File: src/rtl/ecc_host_ctrl_128bit_if.sv
// Host operand/result streams plus the engine enable/din -> dx/dy/done link.
// slave: the controller's view; master: the host adapter and engine side.
interface ecc_host_ctrl_128bit_if;
  logic [31:0]  s_data;
  logic         s_valid;
  logic         s_ready;
  logic [31:0]  m_data;
  logic         m_valid;
  logic         m_ready;
  logic         ecc_enable;
  logic [127:0] ecc_din;
  logic [127:0] ecc_dx;
  logic [127:0] ecc_dy;
  logic         ecc_done;

  modport slave (
    input  s_data, s_valid, m_ready, ecc_dx, ecc_dy, ecc_done,
    output s_ready, m_data, m_valid, ecc_enable, ecc_din
  );

  modport master (
    output s_data, s_valid, m_ready, ecc_dx, ecc_dy, ecc_done,
    input  s_ready, m_data, m_valid, ecc_enable, ecc_din
  );
endinterface

File: src/rtl/ecc_host_ctrl_128bit.sv
// Loads a 128-bit scalar as 4 words, pulses the ECC engine, streams dx/dy back as 8 words.
// Latency: enable 1 cycle after 4th word, first result 1 cycle after done edge; m_ready stalls hold m_data.
module ecc_host_ctrl_128bit #(
  parameter int MAX_WAIT = 4096,
  parameter int CNT_W    = 16
) (
  input  logic                    clk,
  input  logic                    rst,
  ecc_host_ctrl_128bit_if.slave   bus,
  output logic                    busy,
  output logic                    err_timeout
);

  typedef enum logic [1:0] {LOAD, START, WAIT, SEND} state_t;

  localparam logic [CNT_W-1:0] CNT_LAST = CNT_W'(MAX_WAIT - 1);

  state_t           state_q, state_d;
  logic [1:0]       wcnt_q;
  logic [2:0]       j_q;
  logic [CNT_W-1:0] cnt_q;
  logic             done_q;
  logic             err_q;
  logic [127:0]     din_q;
  logic [255:0]     res_q;

  logic s_hs, m_hs, done_rise, cnt_last;

  assign s_hs      = (state_q == LOAD) && bus.s_valid;
  assign m_hs      = (state_q == SEND) && bus.m_ready;
  assign done_rise = bus.ecc_done && !done_q;
  assign cnt_last  = (cnt_q == CNT_LAST);

  always_ff @(posedge clk) begin
    if (!rst) state_q <= LOAD;
    else      state_q <= state_d;
  end

  always_comb begin
    state_d = state_q;
    case (state_q)
      LOAD:  if (s_hs && wcnt_q == 2'd3) state_d = START;
      START: state_d = WAIT;
      WAIT:  if (done_rise || cnt_last) state_d = done_rise ? SEND : LOAD;
      SEND:  if (m_hs && j_q == 3'd7) state_d = LOAD;
      default: state_d = LOAD;
    endcase
  end

  always_comb begin
    bus.s_ready    = (state_q == LOAD);
    bus.ecc_enable = (state_q == START);
    bus.m_valid    = (state_q == SEND);
    bus.m_data     = '0;
    if (state_q == SEND) bus.m_data = res_q[{j_q, 5'd0} +: 32];
    bus.ecc_din    = din_q;
    busy           = (state_q != LOAD);
    err_timeout    = err_q;
  end

  // A done edge on the budget's last cycle still wins over the timeout.
  always_ff @(posedge clk) begin
    if (!rst) begin
      wcnt_q <= '0;
      j_q    <= '0;
      cnt_q  <= '0;
      done_q <= 1'b0;
      err_q  <= 1'b0;
      din_q  <= '0;
      res_q  <= '0;
    end else begin
      done_q <= bus.ecc_done;
      case (state_q)
        LOAD: if (s_hs) begin
          din_q[{wcnt_q, 5'd0} +: 32] <= bus.s_data;
          wcnt_q <= wcnt_q + 2'd1;
          if (wcnt_q == 2'd0) err_q <= 1'b0;
        end
        START: cnt_q <= '0;
        WAIT: begin
          if (done_rise)     res_q <= {bus.ecc_dy, bus.ecc_dx};
          else if (cnt_last) err_q <= 1'b1;
          else               cnt_q <= cnt_q + CNT_W'(1);
        end
        SEND: if (m_hs) j_q <= j_q + 3'd1;
        default: ;
      endcase
    end
  end

endmodule

File: src/flat_wrapper.sv
// flat-port wrapper written by rule: the top's interface ports become plain ports
module ecc_host_ctrl_128bit_flat 
#(
  parameter int MAX_WAIT = 4096,
  parameter int CNT_W    = 16
)
  (clk, rst, busy, err_timeout, bus_s_data, bus_s_valid, bus_m_ready, bus_ecc_dx, bus_ecc_dy, bus_ecc_done, bus_s_ready, bus_m_data, bus_m_valid, bus_ecc_enable, bus_ecc_din);
  ecc_host_ctrl_128bit_if bus_i ();
  input  logic clk;
  input  logic rst;
  output logic busy;
  output logic err_timeout;
  input wire logic [$bits(bus_i.s_data)-1:0] bus_s_data;
  input wire logic [$bits(bus_i.s_valid)-1:0] bus_s_valid;
  input wire logic [$bits(bus_i.m_ready)-1:0] bus_m_ready;
  input wire logic [$bits(bus_i.ecc_dx)-1:0] bus_ecc_dx;
  input wire logic [$bits(bus_i.ecc_dy)-1:0] bus_ecc_dy;
  input wire logic [$bits(bus_i.ecc_done)-1:0] bus_ecc_done;
  output wire logic [$bits(bus_i.s_ready)-1:0] bus_s_ready;
  output wire logic [$bits(bus_i.m_data)-1:0] bus_m_data;
  output wire logic [$bits(bus_i.m_valid)-1:0] bus_m_valid;
  output wire logic [$bits(bus_i.ecc_enable)-1:0] bus_ecc_enable;
  output wire logic [$bits(bus_i.ecc_din)-1:0] bus_ecc_din;
  assign bus_i.s_data = bus_s_data;
  assign bus_i.s_valid = bus_s_valid;
  assign bus_i.m_ready = bus_m_ready;
  assign bus_i.ecc_dx = bus_ecc_dx;
  assign bus_i.ecc_dy = bus_ecc_dy;
  assign bus_i.ecc_done = bus_ecc_done;
  assign bus_s_ready = bus_i.s_ready;
  assign bus_m_data = bus_i.m_data;
  assign bus_m_valid = bus_i.m_valid;
  assign bus_ecc_enable = bus_i.ecc_enable;
  assign bus_ecc_din = bus_i.ecc_din;
  ecc_host_ctrl_128bit #(.MAX_WAIT(MAX_WAIT), .CNT_W(CNT_W)) u_core (.clk(clk), .rst(rst), .bus(bus_i), .busy(busy), .err_timeout(err_timeout));
endmodule
File: config.mk
export PLATFORM = sky130hd
export DESIGN_NAME = ecc_host_ctrl_128bit_flat
export DESIGN_NICKNAME = d
export VERILOG_FILES = /design/src/rtl/ecc_host_ctrl_128bit_if.sv /design/src/rtl/ecc_host_ctrl_128bit.sv /design/src/flat_wrapper.sv
export SDC_FILE = /design/constraint.sdc
export NUM_CORES = 1
export LEC_CHECK = 0
export ABC_AREA = 0
export CORE_MARGIN = 4
export CORE_UTILIZATION = 44
export CTS_CLUSTER_DIAMETER = 50
export CTS_CLUSTER_SIZE = 28
export DETAILED_ROUTE_END_ITERATION = 8
export PLACE_DENSITY_LB_ADDON = 0.2
export SLEW_MARGIN = 20
export SYNTH_ARGS = -nofsm -noshare
export SYNTH_HDL_FRONTEND = slang
export SYNTH_SLANG_ARGS = --single-unit
File: constraint.sdc
create_clock -name clk -period 2.25 [get_ports clk]
set_clock_uncertainty 0.2 [all_clocks]
set_input_delay 0.5625 -clock clk [delete_from_list [all_inputs] [get_ports clk]]
set_output_delay 0.5625 -clock clk [all_outputs]
set_load 0.01 [all_outputs]
[Word-level counts from Yosys, hierarchy flattened]
Index checks and enable logic that the tools add are counted.
Word-level totals
  flip-flop bits (word level): 409
  logic and storage cells: 62
  input bits: 293
Operators by class
  add/subtract/negate cells: 4
  multiplexer cells: 15
  shifts and indexed selects: 3
  reduce and logical (&&, ||, !) cells: 18
  eq/ne operators: 14
Operators with widths (number)
  variable part select 256 x 9 -> 32 bit: 1
  bitwise mux 128 bit: 1
  variable shift 32 x 9 -> 128 bit, first input constant: 1
  variable part select 32 x 9 -> 128 bit: 1
  two-way mux 16 bit: 2
  two-way mux 32 bit: 1
  case mux 16 bit (2 select lines): 1
  adder 16 x 1 -> 16 bit, second input constant: 1
  equality test 16 x 12 -> 1 bit, second input constant: 1
  != test 2 x 1 -> 1 bit, second input constant: 6
  negator 7 -> 9 bit: 1
  two-way mux 2 bit: 4
  case mux 2 bit (4 select lines): 1
  equality test 2 bit, second input constant: 3
  AND reduction 2 bit: 3
  AND reduction 3 bit: 2
  nonzero test 2 bit: 3
  logical AND 1 bit: 5
  AND reduction 5 bit: 1
  logical NOT 2 bit: 2
  two-way mux 1 bit: 4
  != test 2 bit, second input constant: 2
  adder 3 x 1 -> 3 bit, second input constant: 1
  equality test 3 bit, second input constant: 1
  other kinds (5): 5

[Logic depth before layout (Yosys ltp)]
  word-level depth: 5
  gate-level depth with buffers: 7

[Worst setup path after synthesis]
Ideal clock, no wire load.
  path kind: reg2out
  start: register u_core.j_q[1]
  end: output port bus_m_data[15]
  path buffers: 2
  arrival: 1.573 ns
  setup slack: -0.086 ns
  cell stages (with the launch flop): 6
  cells stage by stage: dfxtp_1 > buf_2 > buf_4 > mux4_2 > mux2i_1 > nor2_1
On the way
  word-level cells in the longest chain between the ends: 2
Ends and longest elaborated chain
  from (decl): line ecc_host_ctrl_128bit.sv:20  | logic [2:0] j_q;
  from (signal assigned): line ecc_host_ctrl_128bit.sv:85  | SEND: if (m_hs) j_q <= j_q + 3'd1;
  variable part select 256 x 9 -> 32 bit: line ecc_host_ctrl_128bit.sv:55  | if (state_q == SEND) bus.m_data = res_q[{j_q, 5'd0} +: 32];
  two-way mux 32 bit: line ecc_host_ctrl_128bit.sv:55
  to (decl): line flat_wrapper.sv:20  | output wire logic [$bits(bus_i.m_data)-1:0] bus_m_data;
Every way passes these cells.

[Final worst setup path]
  start: register u_core.j_q[0]
  end: output port bus_m_data[5]
Same word-level chain as after synthesis.

==> impl_summary.md <==
Run status
The flow ran to the end, but the final reports show violations. The checks that failed: negative setup slack.

Finish
The share of final-layout standard cells stronger than drive strength 1 is approximately an eighth. After the last flow step, the layout net total stands at between 2000 and 3000. Summing all multi-input logic gate instances after layout gives 8810 sq um.

The layout has roughly 3400 filler cells. Leaving out fill and tap cells, the most frequent cells in the layout are nand2_1, dfxtp_1, clkdlybuf4s50_1. The finished layout holds 3009 standard cells, fillers aside. The total area of sequential cells is 8200 sq um. The synthesis-to-finish area growth is 41.2%. After routing the design area is 25000 sq um.

The library cell used most frequently in the layout, excluding fill and tap cells, is nand2_1. For this run, the share of the core covered by cells in the final layout is 63.0%.

Die
The die is 209 um tall. The floorplan has between 70 and 80 rows. The x dimension of the die is roughly 210 um. The top-level port count is 458. The die covers 43500 sq um. The region available for standard cell placement spans roughly 40000 sq um.

Once the floorplan was initialized, standard cells occupied 44.6% of the core.

Power
The reported leakage power is about 8.9 nW. The share of total power dissipated in sequential elements is 46.6%. The cell-internal power is approximately 12 mW. Dividing total power by cell area gives a power density of 630 nW/um^2.

The share of total power dissipated in the clock network is 44.2%. The peak supply drop is ~0.53 mV. For this design the total switching power over the nets is approximately 3.8 mW. In this run switching power makes up approximately 24% of total power. The total design power is between 15 and 20 mW. Combinational logic burns 9.2% of the power.

Clock network
TritonCTS built the clock tree. The register clock-pin slew on the reported worst setup and hold paths is 0.08 ns. The TritonCTS buffer count is 38. The clock sink count is ~400.

The deepest level of the CTS H-tree is 2. The number of buffers on the longest clock path is 3. At the later pin of the worst-skew pair, clock insertion delay measures 0.55 ns.

The clock tree root buffer cell is clkbuf_16. Buffers inserted to repair hold after CTS numbered 0.

Setup path
At the worst endpoint, the required time is 1.49 ns. The family with the most delay on the worst path is multiplexers. The count of buffering cells on the critical path with inverters included is 3. The launching element type of the critical path is a flop.

The arrival time of data at the critical path endpoint is 2.18 ns. The critical-path cell with the highest stage delay is mux4_2. STA classifies the critical path endpoint as a primary output.

The critical path is of the flop to primary output type. The signal on the critical path passes through buf_12, buf_4, mux4_2, mux2i_1, nor2_1, buf_2. Along the worst path, the maximum fanout reaches 7. The longest individual stage delay on the worst path is 0.50 ns.

STA
For the pin with the worst max-slew slack, the measured transition is 0.439 ns. In this run the tightest slew margin relative to its limit is 70.8%. The max-slew violation total from the final report came to 0. The clock period minus worst slack is 2.95 ns. The post-route setup TNS is -19.39 ns. Setup repair after global routing could not meet its margin everywhere. The post-route fraction of the period consumed by the critical path is 131%. The post-layout worst setup margin is -0.696 ns. The hold violation total from the final report was 0. Setup violations remaining at the end of the flow were counted as 32. Derived from the worst setup path, the maximum achievable clock frequency is 339 MHz.

Synthesis
The synthesized netlist contains 44 unique library cells. The post-synthesis cell count is 2003. The netlist area before placement is 17700 sq um.

The share of flip-flops with an asynchronous set or reset is 0%. Yosys printed 0 warnings. The most used flip-flop cell after synthesis is dfxtp_1. Counting flops with a built-in enable in the synthesized netlist gives 0. Averaged over all synthesized cells, the footprint is slightly below 9 sq um. The sequential cell area fraction in the yosys report is 46.2%.

The total of flip-flops plus latches after synthesis is between 400 and 500. The synthesized netlist net count is approximately 2300.

Placement
The count of placed standard cells including taps is 2911. After detailed placement, the total cell area comes to 23500 sq um. The final weighted congestion in routability-driven placement is between 0.9 and 1.

Once detailed placement completed, the half-perimeter wirelength came to roughly 44000 um. The count of buffers added on input and output ports is 457.

Flow run
The tool flagged a number of max-cap violations equal to 0.

Route
In the routed design, unresolved DRC markers number 0. The first-pass iteration count of the detailed router is 8. After detailed routing, the total wire length is 60600 um.

In this run the remaining antenna-violating nets after routing total 0. The number of vias per cell after detailed routing is 5.35. After the first detailed-routing iteration, the DRC count stood at 1208. The post-detailed-route wirelength per cell is 20.1 um. The routed via count is 16091.

Worst hold path
The class of the tightest hold or removal check is input port to flop.

GRT
The first global-routing pass estimated a little over 90000 um of wire. The number of antenna violations at the first check in global routing is 13. Global routing used roughly a quarter of the available tracks across all layers. The total overflow left after global routing is 0. The pin count of the biggest net entering global routing is 116. The via count of the first global-routing pass is roughly 16000.
logic make-up (layout without fill, tap and decap cells):
family | after synthesis | after routing | share of synthesized area (%)
mux | 105 | 105 | 10.5
compound gates | 409 | 409 | 17.3
flops | 409 | 409 | 46.2
simple gates | 893 | 893 | 20.9
fa+ha+maj | 8 | 8 | 0.565
xor+xnor | 2 | 2 | 0.0989
other cells | 0 | 10 | 0
buf+inv | 177 | 648 | 4.43
cell usage after synthesis, types with 7 or more instances:
cell	number	area (sq um)
nand2_1	662	2480
dfxtp_1	409	8190
a21boi_0	322	2420
nand3_1	134	671
clkbuf_1	93	349
buf_2	66	330
a21boi_1	65	488
mux4_2	64	1440
mux2i_1	41	410
nor2_1	39	146
and2_1	10	62.6
ha_1	8	100
nand4_1	8	50.1
inv_1	7	26.3
nand2b_1	7	43.8
metrics by stage:
stage	hold WS (ns)	setup slack, ns
floorplan	0.232	-0.0647
global placement	0.238	-0.342
detailed placement	0.244	-0.369
CTS	0.208	-0.735
global route	0.230	-0.755
finish	0.231	-0.696
power by group through the flow:
stage / Combinational, mW / Clock, mW / Sequential [mW]
5_1_grt: 1.53 / 7.36 / 7.35
6_report: 1.44 / 6.96 / 7.34
3_3_place_gp: 1.42 / 0 / 7.51
3_5_place_dp: 1.42 / 0 / 7.51
2_1_floorplan: 0.463 / 0 / 7.52
4_1_cts: 1.43 / 7.06 / 7.34
timing repair:
action                     in CTS  in global routing
setup buffers                  17                  2
pin swaps                       6                  7
gates resized for setup       171                 40
cloned                          6                  0
setup endpoints to repair      48                137
flip-flops by register name, indices dropped and copies added, names as in the netlist:
register / count
u_core.bus.ecc_din: 128
u_core.cnt_q: 16
u_core.done_q: 1
u_core.err_timeout: 1
u_core.j_q: 3
u_core.res_q: 256
u_core.state_q: 2
u_core.wcnt_q: 2
cell type report:
cell class,count,area share (%)
diodes,10,0.100
inverters,7,0.105
clock buffers,45,4.11
multi-input cells,1417,35.2
clock inverters,24,1.25
well taps,525,2.63
repair buffers,572,23.8
flip-flops and latches,409,32.8
worst paths after layout:
path,from,endpoint,slack (ns),cells after the start
max,u_core.j_q[0],bus_m_data[5],-0.70,6
min,rst,u_core.bus.ecc_din[59],0.23,2
max reg2reg,u_core.wcnt_q[0],u_core.bus.ecc_din[88],0.15,6
min reg2reg,u_core.bus.ecc_din[35],u_core.bus.ecc_din[35],0.25,2
per-layer routing:
| metal | global-route usage [%] | vias up | part of all wire (%) | wire [um] |
|---|---|---|---|---|
| met5 | 0 | - | 0.15 | 88 |
| met3 | 6.41 | 146 | 7.7 | 4660 |
| li1 | - | 7683 | - | - |
| met1 | 32.5 | 7661 | 39 | 23500 |
| met4 | 10.4 | 10 | 4.0 | 2450 |
| met2 | 45.9 | 591 | 49 | 29900 |
Note: power is estimated with default switching activity, not from simulation.
==> edit 1: new RTL, same settings <==
Re-encode `state_t` (4 states) as one-hot, 4 bits wide.
--- a/src/rtl/ecc_host_ctrl_128bit.sv
+++ b/src/rtl/ecc_host_ctrl_128bit.sv
@@ -11,7 +11,7 @@
   output logic                    err_timeout
 );
 
-  typedef enum logic [1:0] {LOAD, START, WAIT, SEND} state_t;
+  typedef enum logic [3:0] {LOAD = 4'b0001, START = 4'b0010, WAIT = 4'b0100, SEND = 4'b1000} state_t;
 
   localparam logic [CNT_W-1:0] CNT_LAST = CNT_W'(MAX_WAIT - 1);
 
Check against the original RTL: same outputs for any inputs over 4 cycles, from zero or initial values and one cycle with rst low; so few cycles prove little.
==> edit 1 against the original RTL <==
  * Final area is 0.97% lower
  * Area after synthesis is 5.2% lower
  * Cell count is 1.0% higher
  * Sequential cell count is 2 higher
  * Routed wire length is 1.6% higher
  * The run still ends with setup timing left
  * Largest power group unchanged
  * Worst setup slack worse by 0.033 ns
  * Die area is 5.0% lower
  * Total power is 1.3% higher
  * Core utilization is 2.8 points higher
  * Largest cell class is now flip-flops and latches
==> edit 1: results (changes against the original RTL) <==
INFO  metric p_leak = 9.225 nW (was 8.941 nW)
INFO  metric r2r-end = u_core.state_q[3] (was u_core.bus.ecc_din[88])
INFO  metric synthArstFlopShare = 0% (unchanged)
INFO  metric place_hpwl = 43880 µm (was 44260 µm)
INFO  metric synth_common_cells = sky130_fd_sc_hd__nand2_1, sky130_fd_sc_hd__dfxtp_1, sky130_fd_sc_hd__a21oi_1 (was sky130_fd_sc_hd__nand2_1, sky130_fd_sc_hd__dfxtp_1, sky130_fd_sc_hd__a21boi_0)
INFO  metric violations_in_the_final_reports = setup timing (unchanged)
INFO  metric ys_dominant_reg_cell = sky130_fd_sc_hd__dfxtp_1 (unchanged)
INFO  metric worstPathMaxFanout = 8 (was 7)
INFO  metric timing.final.setup_violations = 36 (was 32)
INFO  metric detail_route.wirelength.met1 = 23460 µm (was 23500 µm)
INFO  metric power_switching = 3.958 mW (was 3.784 mW)
INFO  metric synth.yosys.seq_area_share = 49.02% (was 46.22%)
INFO  metric max-vdd-ir-drop = 0.0005023 V (was 0.0005313 V)
INFO  metric met2RoutedLength = 30340 µm (was 29910 µm)
INFO  metric global_route_wire_length_before_repair = 92230 µm (was 92690 µm)
INFO  metric num_vias = 16630 (was 16090)
INFO  metric initialDrtViolationCount = 1301 (was 1208)
INFO  metric hold_start = u_core.bus.ecc_din[108] (was rst)
INFO  metric worstHoldPathType = flop to flop (was input port to flop)
INFO  metric setup_total_negative_slack = -21.40 ns (was -19.39 ns)
INFO  metric r2r.worst_path.cells = 6 (unchanged)
INFO  metric max_slew_margin = 67.38% (was 70.75%)
INFO  metric worst-r2r-setup-slack = 0.10 ns (was 0.15 ns)
INFO  metric gp_congestion = 0.9137 (was 0.9053)
INFO  metric power_combinational = 1.32 mW (was 1.44 mW)
INFO  metric syn_nets = 2305 (was 2304)
INFO  metric detail_route.first_pass.iterations = 5 (was 8)
INFO  metric synth.area.top_cells = sky130_fd_sc_hd__dfxtp_1, sky130_fd_sc_hd__nand2_1, sky130_fd_sc_hd__a21oi_1 (was sky130_fd_sc_hd__dfxtp_1, sky130_fd_sc_hd__nand2_1, sky130_fd_sc_hd__a21boi_0)
INFO  metric met3RoutedLength = 5263 µm (was 4663 µm)
INFO  metric run_status = complete, but fails checks (unchanged)
INFO  metric worst_slack = -0.7285 ns (was -0.6958 ns)
INFO  metric finish.net_count = 2784 (was 2746)
INFO  metric grt_start_max_net_pins = 63 (was 116)
INFO  metric grt_pass1_vias = 16430 (was 16110)
INFO  metric grtUsageTotal = 27.97% (was 26.69%)
INFO  metric post_route_cells_drive_above_1_share = 14.63% (was 12.09%)
INFO  metric wl = 61580 µm (was 60610 µm)
INFO  metric worst_hold_slack = 0.2471 ns (was 0.2311 ns)
INFO  metric grt_antenna_before_repair = 14 (was 13)
INFO  metric cts_made_buffers = 41 (was 38)
INFO  metric critical_register_to_register_path_startpoint = u_core.state_q[2] (was u_core.wcnt_q[0])
INFO  metric crit_path_start = u_core.j_q[1] (was u_core.j_q[0])
[edit 1: cell types whose count changed in the layout (fill, tap and decap cells not counted), sizes merged, moves of 6 or more]
cell | before | now
clkdlybuf4s50 | 380 | 357
a21boi | 387 | 0
or3 | 1 | 8
buf | 149 | 176
and2 | 11 | 3
nand3 | 134 | 145
dlymetal6s2s | 28 | 47
nand2b | 7 | 1
a21oi | 6 | 398
[edit 1: through the flow]
stage          setup slack (ns)  total power, mW  instances  area, µm²  util (%)
2_1_floorplan         -0.009556            7.879       2004      16800         -
3_3_place_gp            -0.4897            8.793       2918      22710     60.30
3_5_place_dp            -0.5073            8.796       2918      22710     60.30
4_1_cts                 -0.7439            15.98       3026      24590     65.30
5_1_grt                 -0.7882            16.40       3035      24760     65.73
6_report                -0.7285            15.95       3040      24770     65.77
[edit 1: critical path, stage by stage (launching register included)]
cell and delay, ns:
sky130_fd_sc_hd__dfxtp_4 0.44, sky130_fd_sc_hd__buf_12 0.15, sky130_fd_sc_hd__buf_12 0.11, sky130_fd_sc_hd__buf_4 0.15, sky130_fd_sc_hd__mux4_2 0.32, sky130_fd_sc_hd__mux2i_2 0.19
sky130_fd_sc_hd__buf_4 0.15, sky130_fd_sc_hd__nor2_2 0.03, sky130_fd_sc_hd__buf_2 0.13
[edit 1: layout make-up]
| type | instances | area share (%) |
|---|---|---|
| Inverter | 6 | 0.1717 |
| Clock inverter | 31 | 1.631 |
| Sequential cell | 411 | 33.27 |
| Clock buffer | 44 | 4.228 |
| Multi-Input combinational cell | 1420 | 32.09 |
| Tap cell | 511 | 2.581 |
| Timing Repair Buffer | 603 | 25.89 |
| Antenna cell | 14 | 0.1414 |
[edit 1: layer usage]
metal / GRT usage (%) / vias to the layer above
met5: 0 / -
met3: 6.201 / 142
li1: - / 7806
met1: 34.39 / 7903
met4: 10.82 / 4
met2: 48.14 / 777
[edit 1: timing repair]
| action | in CTS | in global routing |
|---|---|---|
| resized for setup | 199 | 76 |
| pin swaps | 6 | 10 |
| cloned | 7 | 1 |
| setup endpoints to repair | 53 | 103 |
| setup buffers | 26 | 5 |
[edit 1: worst max-delay path by stage]
stage                endpoint  slack [ns]
5_1_grt        bus_m_data[24]       -0.79
6_report       bus_m_data[24]       -0.73
4_1_cts        bus_m_data[24]       -0.74
3_5_place_dp   bus_m_data[22]       -0.51
3_3_place_gp    bus_m_data[8]       -0.49
2_1_floorplan  bus_m_data[10]       -0.01
[edit 1: kinds of logic after synthesis]
| kind of cell | after synthesis | share of synthesized area [%] |
|---|---|---|
| xor gates and xnor gates | 2 | 0.1044 |
| muxes | 102 | 10.85 |
| DFF | 411 | 49.02 |
| AOI/OAI and AO/OA | 412 | 12.46 |
| and+or+nand+nor | 896 | 22.33 |
| adders and majority gates | 8 | 0.5963 |
| buffers and inverters | 173 | 4.644 |
==> edit 2: new RTL, same flow settings <==
Without the edit above. `CNT_W` is set to 16 in 2 places; all go to 12.
--- a/src/rtl/ecc_host_ctrl_128bit.sv
+++ b/src/rtl/ecc_host_ctrl_128bit.sv
@@ -2,7 +2,7 @@
 // Latency: enable 1 cycle after 4th word, first result 1 cycle after done edge; m_ready stalls hold m_data.
 module ecc_host_ctrl_128bit #(
   parameter int MAX_WAIT = 4096,
-  parameter int CNT_W    = 16
+  parameter int CNT_W    = 12
 ) (
   input  logic                    clk,
   input  logic                    rst,
--- a/src/flat_wrapper.sv
+++ b/src/flat_wrapper.sv
@@ -2,7 +2,7 @@
 module ecc_host_ctrl_128bit_flat 
 #(
   parameter int MAX_WAIT = 4096,
-  parameter int CNT_W    = 16
+  parameter int CNT_W    = 12
 )
   (clk, rst, busy, err_timeout, bus_s_data, bus_s_valid, bus_m_ready, bus_ecc_dx, bus_ecc_dy, bus_ecc_done, bus_s_ready, bus_m_data, bus_m_valid, bus_ecc_enable, bus_ecc_din);
   ecc_host_ctrl_128bit_if bus_i ();
Behaviour: no difference found for any inputs over 4 cycles, from zero or initial values and one cycle with rst low; that may be too few to reach the edited logic, so the function may still have changed.
==> edit 2 against the original RTL <==
  * Sequential cell count shrank 4
  * Final area shrank 4.7%
  * Routed wire length shrank 0.90%
  * Die area shrank 6.6%
  * Worst setup slack lost 0.019 ns
  * Core utilization grew 1.8 points
  * Total power shrank 3.9%
  * The run still ends with setup timing left
  * Critical path depth is the same
  * Area after synthesis shrank 6.9%
==> edit 2: results (changes against the original RTL) <==
INFO  metric place_hpwl = 43890 µm (was 44260 µm)
INFO  metric max_slew_margin = 70.42% (was 70.75%)
INFO  metric worstHoldPathType = flop to flop (was input port to flop)
INFO  metric run_status = complete, but fails checks (unchanged)
INFO  metric met2RoutedLength = 29560 µm (was 29910 µm)
INFO  metric grt_start_max_net_pins = 94 (was 116)
INFO  metric synth.area.top_cells = sky130_fd_sc_hd__dfxtp_1, sky130_fd_sc_hd__nand2_1, sky130_fd_sc_hd__a21oi_1 (was sky130_fd_sc_hd__dfxtp_1, sky130_fd_sc_hd__nand2_1, sky130_fd_sc_hd__a21boi_0)
INFO  metric cts_max_path_buffers = 3 (unchanged)
INFO  metric detail_route.wirelength.met1 = 22480 µm (was 23500 µm)
INFO  metric yosys_warnings = 0 (unchanged)
INFO  metric average_vias_per_placed_instance = 5.494 (was 5.348)
INFO  metric worstSkewPairLatency = 0.53 ns (was 0.55 ns)
INFO  metric detail_route.first_pass.iterations = 5 (was 8)
INFO  metric synth.yosys.seq_area_share = 49.17% (was 46.22%)
INFO  metric post_route_cells_drive_above_1_share = 13.07% (was 12.09%)
INFO  metric mean_area_per_synthesized_cell = 8.358 µm² (was 8.844 µm²)
INFO  metric crit_arrival = 2.20 ns (was 2.18 ns)
INFO  metric global_route_wire_length_before_repair = 91890 µm (was 92690 µm)
INFO  metric synth.distinct_cells = 44 (unchanged)
INFO  metric num_vias = 16110 (was 16090)
INFO  metric timing.final.setup_violations = 32 (unchanged)
INFO  metric synth_common_cells = sky130_fd_sc_hd__nand2_1, sky130_fd_sc_hd__dfxtp_1, sky130_fd_sc_hd__a21oi_1 (was sky130_fd_sc_hd__nand2_1, sky130_fd_sc_hd__dfxtp_1, sky130_fd_sc_hd__a21boi_0)
INFO  metric finish.net_count = 2730 (was 2746)
INFO  metric p_leak = 8.470 nW (was 8.941 nW)
INFO  metric grt_antenna_before_repair = 15 (was 13)
INFO  metric gp_congestion = 0.9458 (was 0.9053)
INFO  metric cellInternalPower = 11.45 mW (was 11.96 mW)
INFO  metric initialDrtViolationCount = 1072 (was 1208)
INFO  metric met3RoutedLength = 5191 µm (was 4663 µm)
INFO  metric fillers = 3083 (was 3352)
INFO  metric clk_pin_slew = 0.07 ns
INFO  metric numPlacedInstances = 2828 (was 2911)
INFO  metric cts.htree.levels = 2 (unchanged)
INFO  metric highest-signal-layer = met5 (unchanged)
INFO  metric grtUsageTotal = 28.31% (was 26.69%)
INFO  metric top_register = u_core.res_q (unchanged)
INFO  metric drcViolationCount = 0 (unchanged)
INFO  metric violations_in_the_final_reports = setup timing (unchanged)
INFO  metric cts_made_buffers = 40 (was 38)
INFO  metric worst_slack = -0.7146 ns (was -0.6958 ns)
INFO  metric syn_nets = 2274 (was 2304)
[edit 2: cell count changes after synthesis, sizes merged, moves of 4 or more]
cell	unedited run	this run
and2	11	3
clkbuf	93	87
nor2	39	49
nand2	662	657
nand2b	7	2
dfxtp	409	405
mux2i	41	34
a21oi	6	395
a21boi	387	0
nand4	8	4
[edit 2: power groups by stage]
stage	registers, mW	logic, mW	clock network (mW)
6_report	7.23	1.24	6.67
5_1_grt	7.23	1.31	7.09
4_1_cts	7.23	1.24	6.79
3_5_place_dp	7.39	1.23	0
3_3_place_gp	7.39	1.23	0
2_1_floorplan	7.41	0.329	0
[edit 2: repair_timing]
action	4_1_cts	5_1_grt
endpoints found under the setup margin	43	60
buffers inserted	21	3
pin swaps	10	10
cloned	5	0
resized for setup	181	38
endpoints found under the hold margin	0	0
[edit 2: layout make-up]
| class | count | area share [%] |
|---|---|---|
| diodes | 8 | 0.08398 |
| flip-flops and latches | 405 | 34.07 |
| clock buffers | 44 | 4.477 |
| clock inverters | 25 | 1.071 |
| inverters | 6 | 0.1260 |
| repair buffers | 580 | 25.42 |
| multi-input cells | 1396 | 32.30 |
| well taps | 468 | 2.456 |
[edit 2: layer usage]
metal | vias to the layer above | track usage, %
li1 | 7605 | -
met1 | 7633 | 33.43
met2 | 702 | 48.43
met3 | 155 | 7.881
met4 | 14 | 12.18
met5 | - | 0
[edit 2: critical path, cell delays in order, from the launching register on]
cell and delay [ns]:
sky130_fd_sc_hd__dfxtp_4 0.43, sky130_fd_sc_hd__buf_12 0.14, sky130_fd_sc_hd__buf_12 0.13, sky130_fd_sc_hd__mux4_2 0.55
sky130_fd_sc_hd__mux2i_2 0.21, sky130_fd_sc_hd__nor2_1 0.07, sky130_fd_sc_hd__buf_2 0.14
[edit 2: path summary, 6_finish.rpt]
kind / from / to / slack (ns) / cells after the start
setup / recovery: u_core.j_q[0] / bus_m_data[27] / -0.71 / 6
hold / removal: u_core.bus.ecc_din[31] / u_core.bus.ecc_din[31] / 0.25 / 2
setup reg to reg: u_core.cnt_q[0] / u_core.cnt_q[7] / 0.17 / 6
hold reg to reg: u_core.bus.ecc_din[31] / u_core.bus.ecc_din[31] / 0.25 / 2
[edit 2: per-stage QoR]
stage               setup TNS (ns)  worst slack (ns)  instance area, µm²
CTS                         -20.47           -0.7226               23740
global route                -22.43           -0.7969               23840
floorplan                        0          0.007694               16490
detailed placement          -16.10           -0.4725               22150
finish                      -19.65           -0.7146               23840
global placement            -14.35           -0.4791               22150
[edit 2: cells by family after synthesis]
| kind of cell | count (synthesis) | share of synthesized area, % |
|---|---|---|
| simple gates | 872 | 21.66 |
| compound gates | 416 | 13.07 |
| fa+ha+maj | 8 | 0.6070 |
| mux | 98 | 10.80 |
| buf+inv | 172 | 4.590 |
| xor+xnor | 2 | 0.1062 |
| flops | 405 | 49.17 |
